[config.mk]
export PLATFORM = sky130hd
export DESIGN_NAME = dmem_lsu
export DESIGN_NICKNAME = d
export VERILOG_FILES = /design/src/rtl/dmem_lsu.sv
export SDC_FILE = /design/constraint.sdc
export NUM_CORES = 1
export LEC_CHECK = 0
export CAP_MARGIN = 20
export CORE_UTILIZATION = 47
export CTS_BUF_LIST = sky130_fd_sc_hd__clkbuf_8
export DETAILED_ROUTE_END_ITERATION = 10
export PLACE_DENSITY_LB_ADDON = 0.15
export RECOVER_POWER = 25
export SETUP_SLACK_MARGIN = 0.02
export SLEW_MARGIN = 20
export SYNTH_ARGS = -nofsm -noshare
export SYNTH_HDL_FRONTEND = slang
export SYNTH_SLANG_ARGS = --single-unit
[constraint.sdc]
create_clock -name clkin -period 3.38 [get_ports clkin]
set_input_delay 0.507 -clock clkin [delete_from_list [all_inputs] [get_ports clkin]]
set_output_delay 0.507 -clock clkin [all_outputs]
set_load 0.01 [all_outputs]
[src/rtl/dmem_lsu.sv]
// Load/store unit in front of a word-addressed data memory: byte-address decode,
// sub-word load extension, read-modify-write for SB/SH, and request error flagging.
module dmem_lsu #(
   parameter int MEM_WORDS = 256
) (
   input  logic        clkin,
   input  logic        nrst_in,
   input  logic        req_valid_in,
   output logic        req_ready_out,
   input  logic        req_we_in,
   input  logic [2:0]  req_funct3_in,
   input  logic [31:0] req_addr_in,
   input  logic [31:0] req_wdata_in,
   output logic        resp_valid_out,
   output logic [31:0] resp_rdata_out,
   output logic        resp_err_out,
   output logic [31:0] mem_rd_addr_out,
   input  logic [31:0] mem_rd_data_in,
   output logic        mem_wr_en_out,
   output logic [31:0] mem_wr_addr_out,
   output logic [31:0] mem_wr_data_out
);

   typedef enum logic [2:0] {S_IDLE, S_LOAD, S_MERGE, S_WRITE, S_RESP} state_t;

   state_t      state_q, state_d;
   logic [2:0]  funct3_q;
   logic [31:0] addr_q;
   logic [15:0] wdata_q;
   logic [31:0] word_q;
   logic [31:0] rdata_q;
   logic        err_q;

   logic        req_illegal, req_misal, req_oor, req_err;
   logic [31:0] word_idx;
   logic [7:0]  ld_byte;
   logic [15:0] ld_half;
   logic [31:0] ld_ext;
   logic [31:0] merged;

   // Errors are decided from the incoming fields so the accept edge can branch straight to RESP.
   always_comb begin
      if (req_we_in)
         req_illegal = req_funct3_in[2] | (req_funct3_in[1:0] == 2'b11);
      else
         req_illegal = (req_funct3_in == 3'b011) | (req_funct3_in[2:1] == 2'b11);
      req_misal = ((req_funct3_in[1:0] == 2'b01) & req_addr_in[0]) |
                  ((req_funct3_in[1:0] == 2'b10) & (req_addr_in[1:0] != 2'b00));
      req_oor   = {2'b00, req_addr_in[31:2]} >= 32'(MEM_WORDS);
      req_err   = req_illegal | req_misal | req_oor;
   end

   assign word_idx = {2'b00, addr_q[31:2]};
   assign ld_byte  = mem_rd_data_in[8*addr_q[1:0] +: 8];
   assign ld_half  = addr_q[1] ? mem_rd_data_in[31:16] : mem_rd_data_in[15:0];

   always_comb begin
      case (funct3_q)
         3'b000:  ld_ext = {{24{ld_byte[7]}}, ld_byte};
         3'b001:  ld_ext = {{16{ld_half[15]}}, ld_half};
         3'b100:  ld_ext = {24'd0, ld_byte};
         3'b101:  ld_ext = {16'd0, ld_half};
         default: ld_ext = mem_rd_data_in;
      endcase
   end

   always_comb begin
      merged = mem_rd_data_in;
      if (funct3_q[0])
         merged[16*addr_q[1] +: 16] = wdata_q;
      else
         merged[8*addr_q[1:0] +: 8] = wdata_q[7:0];
   end

   always_ff @(posedge clkin) begin
      if (!nrst_in) state_q <= S_IDLE;
      else          state_q <= state_d;
   end

   // Every output is gated by nrst_in so nothing leaks while reset is held.
   always_comb begin
      state_d         = state_q;
      req_ready_out   = 1'b0;
      resp_valid_out  = 1'b0;
      resp_err_out    = 1'b0;
      mem_rd_addr_out = 32'd0;
      mem_wr_en_out   = 1'b0;
      mem_wr_addr_out = 32'd0;
      mem_wr_data_out = 32'd0;
      if (nrst_in) begin
         case (state_q)
            S_IDLE: begin
               req_ready_out = 1'b1;
               if (req_valid_in) begin
                  if (req_err)                          state_d = S_RESP;
                  else if (!req_we_in)                  state_d = S_LOAD;
                  else if (req_funct3_in[1:0] == 2'b10) state_d = S_WRITE;
                  else                                  state_d = S_MERGE;
               end
            end
            S_LOAD: begin
               mem_rd_addr_out = word_idx;
               state_d         = S_RESP;
            end
            S_MERGE: begin
               mem_rd_addr_out = word_idx;
               state_d         = S_WRITE;
            end
            S_WRITE: begin
               mem_wr_en_out   = 1'b1;
               mem_wr_addr_out = word_idx;
               mem_wr_data_out = word_q;
               state_d         = S_RESP;
            end
            S_RESP: begin
               resp_valid_out = 1'b1;
               resp_err_out   = err_q;
               state_d        = S_IDLE;
            end
            default: state_d = S_IDLE;
         endcase
      end
   end

   assign resp_rdata_out = nrst_in ? rdata_q : 32'd0;

   always_ff @(posedge clkin) begin
      if (!nrst_in) begin
         funct3_q <= 3'd0;
         addr_q   <= 32'd0;
         wdata_q  <= 16'd0;
         word_q   <= 32'd0;
         rdata_q  <= 32'd0;
         err_q    <= 1'b0;
      end else begin
         case (state_q)
            S_IDLE: if (req_valid_in) begin
               funct3_q <= req_funct3_in;
               addr_q   <= req_addr_in;
               wdata_q  <= req_wdata_in[15:0];
               word_q   <= req_wdata_in;
               err_q    <= req_err;
               if (req_err) rdata_q <= 32'd0;
            end
            S_LOAD:  rdata_q <= ld_ext;
            S_MERGE: word_q  <= merged;
            S_WRITE: rdata_q <= 32'd0;
            default: ;
         endcase
      end
   end

endmodule
# == After elaboration in Yosys (flattened, before gate mapping) ==
# Index checks and enable logic that the tools add are counted.
# Widths: inputs -> output; s select.
# op_classes
add_sub_neg,2
magnitude_cmp,1
eq_ne,14
n_shift,5
mux,31
n_bitwise,7
n_reduce_logical,10
# op_table
op,n
$mux 32,7
$pmux 32 s4,1
$mux 30,4
$pmux 32 s3,1
$neg 5->34,2
$bwmux 32,2
$pmux 32 s2,1
$shift 16x34->32 const A,1
$shift 8x34->32 const A,1
$shiftx 16x34->32,1
$shiftx 8x34->32,1
$shiftx 32x6->8,1
$ge 30x9->1 const B,1
$mux 16,1
$mux 1,10
$eq 3x2->1 const B,3
$eq 3x3->1 const B,3
$pmux 3 s3,1
$eq 2x2->1 const B,3
$eq 3x1->1 const B,2
$logic_not 3->1,2
$mux 3,2
$or 1x1->1,5
$ne 2x2->1 const B,2
8 further kinds,12
# word_totals
register_bits,119
inputBits,103
out_inout_bits,132
elab_cells,77

# == Depth between registers and ports, before layout ==
# logic_depth
ltp_word,8
ltp_mapped,11
ltp_nobuf,7

# == Least setup slack after synthesis ==
# OpenSTA, ideal clock, no wires.
# synth_path
kind,flip-flop to flip-flop
from,register addr_q[1]
to,register word_q[0]
setup_time_ns,0.076
arrival_ns,2.371
t_required_ns,3.304
setup_slack_ns,0.933
stages_incl_launch_ff,12
path_buffers,4
synth_period_minus_slack_ns,2.447
cell_sequence,dfxtp_1 > buf_4 > buf_2 > buf_2 > inv_1 > ha_1 > nor4bb_1 > clkbuf_1 > a221oi_1 > a211oi_1 > a21oi_1 > a21boi_0
# synth_via
elab_chain_cells,5
elab_cells_between_ends,10
cone_classes,2 x add/sub; 4 x shift; 4 x mux
# synth_rtl
item,line_no,rtl
start: declaration,28,logic [31:0] addr_q;
start signal: assignment,139,addr_q <= req_addr_in;
$neg 5->34 (on tied branches),"70, 72",
"$shiftx 16x34->32, or another cell as far along",70,merged[16*addr_q[1] +: 16] = wdata_q;
$bwmux 32 (on tied branches),"70, 72",
$mux 32 (*),69,if (funct3_q[0])
$pmux 32 s2 (*),136,case (state_q)
end signal: assignment,141,word_q <= req_wdata_in;
end signal: assignment,146,S_MERGE: word_q <= merged;
end: declaration,30,logic [31:0] word_q;
# Mark *: on every way between the ends. The rest lies on a longest branch, timed or not.
# A chain may end at the register's enable or synchronous reset.

# == Worst setup path in the final report ==
# layout_path
from,register state_q[2]
to,output port mem_wr_data_out[23]
# layout_via
elab_chain_cells,3
# layout_rtl
item,line_no,rtl
start: declaration,26,"state_t state_q, state_d;"
start signal: assignment,77,else state_q <= state_d;
$eq 3x2->1,91,case (state_q)
$mux 32,91,
$mux 32,90,if (nrst_in) begin
end: declaration,21,output logic [31:0] mem_wr_data_out
# No other way between the ends.

==> summary.md <==
| Metric | Value |
|---|---|
| Sequential fraction of the synthesis area | `34.7%` |
| Static Leak | `3.75 nW` |
| DIE HEIGHT | `between 100 and 150 um` |
| Highest achievable clock rate | `about 320 MHz` |
| Worst slew margin | `between 10% and 20%` |
| Pwr Total | `around 0.0033 W` |
| Clock skew | `about 0.0049 ns` |
| Core Area | `approximately 0.014 mm2` |
| Final HPWL from detailed placement | `15.3 mm` |
| Highest-count cells in the layout ignoring fill and taps | `clkdlybuf4s50_1, nand2_1, dfxtp_1` |
| RR Endpoint | `word_q[9]` |
| CTS Sinks | `between 100 and 150` |
| Via-to-Cell Ratio | `approximately 5.6` |
| # port buffers | `230` |
| PD cells | `between 300 and 400 mW/mm2` |
| Vias | `7,017` |
| Gpl congestion | `0.876` |
| Die ar. | `around 0.015 mm2` |
| Switching Fraction | `27.2%` |
| Worst hold path type | `reg2reg` |
| Layout area overhead | `39.7%` |
| Min cycle time layout | `roughly 3.1 ns` |
| WHS Path Cells | `2` |
| RSZ-0062 raised after global routing | `false` |
| Critical Path Sink Type | `primary output` |
| Nets | `about 1,200` |
| Comb power frac | `between 10% and 20%` |
| CTS Buf Count | `17` |
| Area post-placement | `roughly 0.009 mm2` |
| Num ports | `~240` |
| Setup TNS | `0 ns` |
| CTS tree | `done` |
| Grt ovf | `0` |
| Period utilization | `about 93%` |
| Drt initial violations | `roughly 560` |
| Setup Buffers After CTS | `0` |
| Worst hold margin | `0.474 ns` |
| Worst skew pair latency | `~0.44 ns` |
| Worst slew pin tran | `approximately 1.3 ns` |
| Synth async-reset ratio | `0%` |
| CP Launch Point | `state_q[2]` |
| Max FO, Critical Path | `33` |
| Design area | `roughly 0.0096 mm2` |
| Final Setup Violations | `0` |
| Top_reg_cell synth | `dfxtp_1` |
| Required time worst endpoint | `approximately 2.9 ns` |
| Synth Warn # | `0` |
| Number of core rows | `43` |
| Ant diodes | `0` |
| CP startpoint kind | `flop` |
| R2R setup slack | `~0.75 ns` |
| Final WL | `21.3 mm` |
| Root Driver | `clkbuf_8` |
| Clock power share | `a little under two fifths` |
| Die width | `between 100 and 150 um` |
| Int Power | `0.00240 W` |
| Hold Path End | `addr_q[8]` |
| Post-CTS sizing | `0` |
| MaxCap Viol Count | `0` |
| Peak VDD IR | `about 0.23 mV` |
| Final Hold Vio Count | `0` |
| Routed wire per std cell | `~17 um` |
| Syn Std Cell Area | `0.00686 mm2` |
| Outcome | `complete, no violations` |
| Vias in the first global route | `~6,200` |
| Flop pwr share | `between 40% and 50%` |
| Cell count of the worst reg-to-reg path | `6` |
| Fillers | `roughly 1,200` |
| DRC errors left | `0` |
| Max clock buf depth | `2` |
| Clk slew on worst S/H paths | `roughly 0.07 ns` |
| Initial antenna violation count | `0` |
| Final ANT Viol Nets | `0` |
| GRT Total Usage | `approximately 28%` |
| Most common cell after layout, fill and taps aside | `clkdlybuf4s50_1` |
| DRT Pass-1 Iters | `5` |
| # hold bufs at CTS | `0` |
| H-tree Lvls | `4` |
| Critical Path AT | `about 2.6 ns` |
| Synth Register Bits | `119` |
| Crit Path Category | `reg2out` |
| Post-synthesis cell type count | `49` |
| Layout cells sized above 1 | `between 6 and 7%` |
| HP Start | `addr_q[8]` |
| Final Max Tran Viols | `0` |
| EDFF count, synth | `0` |
| Cells after Synth | `~900` |
| Sw Pwr | `roughly 0.0009 W` |
| Largest net degree at the start of global routing | `75` |
| Synth Area per Inst | `7.82 um2` |
| Initial Utilization | `48.8%` |
| Reg2reg start | `state_q[0]` |
| First-pass GRT wire length | `32.6 mm` |
## sequential cells by signal, indices dropped and copies added (netlist names)
signal / cells
wdata_q: 16
word_q: 32
err_q: 1
funct3_q: 3
state_q: 3
addr_q: 32
rdata_q: 32
## per-stage QoR
step	worst slack, ns	cells	utilization, %
6_report	0.251	1262	68.2
5_1_grt	0.0837	1262	68.2
4_1_cts	0.258	1262	68.3
3_5_place_dp	0.598	1233	65.7
3_3_place_gp	0.658	1233	65.7
2_1_floorplan	0.933	880	-
## worst max-delay path by stage
stage	to	depth (start not counted)
floorplan	word_q[0]	11
global placement	mem_rd_addr_out[0]	7
detailed placement	mem_wr_data_out[21]	7
CTS	mem_wr_data_out[23]	6
global route	mem_wr_data_out[26]	6
finish	mem_wr_data_out[23]	6
## power by group through the flow
stage,clock [W],combinational (W),sequential (W)
floorplan,0,0.000333,0.00152
global placement,0,0.000541,0.00155
detailed placement,0,0.000548,0.00155
CTS,0.00123,0.000550,0.00152
global route,0.00130,0.000601,0.00153
finish,0.00123,0.000555,0.00152
## cell usage after synthesis (10+ instances only)
cell,instances,area (um2)
a211oi_1,25,188
nand2_1,168,631
a21oi_1,35,175
inv_1,47,176
clkbuf_1,49,184
a22o_1,10,87.6
nor2_1,44,165
o21ai_0,17,85.1
nor3_1,12,60.1
a21boi_0,52,390
o22ai_1,28,175
buf_2,15,75.1
mux2i_1,33,330
dfxtp_1,119,2380
o22ai_2,10,125
and2_1,86,538
a221oi_1,34,298
## worst max-delay path, stage by stage, from the launching register on
cell,delay [ns]
dfxtp_1,0.40
nor2b_1,0.25
nand2_1,0.31
nor2_4,0.18
buf_4,0.29
and2_1,0.20
clkdlybuf4s50_1,0.54
## per-layer routing
layer / vias to the layer above / track usage, % / wire [um]
met5: - / 0 / 0
met4: 0 / 10.3 / 497
li1: 3437 / - / -
met2: 292 / 42.7 / 9490
met1: 3253 / 39.7 / 9450
met3: 35 / 5.76 / 1840
## logic make-up (layout without fill, tap and decap cells)
kind of cell / count (synthesis) / count (layout) / synth area share, %
fa+ha+maj: 5 / 5 / 0.912
simple gates: 340 / 340 / 23.5
compound gates: 247 / 247 / 27.1
buf+inv: 123 / 325 / 7.39
mux: 41 / 41 / 6.19
xor+xnor: 1 / 1 / 0.128
other cells: 1 / 4 / 0.0547
flops: 119 / 119 / 34.7
## final cells by class
type                    instances  area [um2]  area share (%)
repair buffers                246        2410            25.2
inverters                      50         188            1.96
clock buffers                  23         317            3.30
well taps                     180         225            2.35
multi-input cells             638        4000            41.8
flip-flops and latches        119        2380            24.9
clock inverters                 6        51.3           0.535
Power figures use the tool's default switching activity.
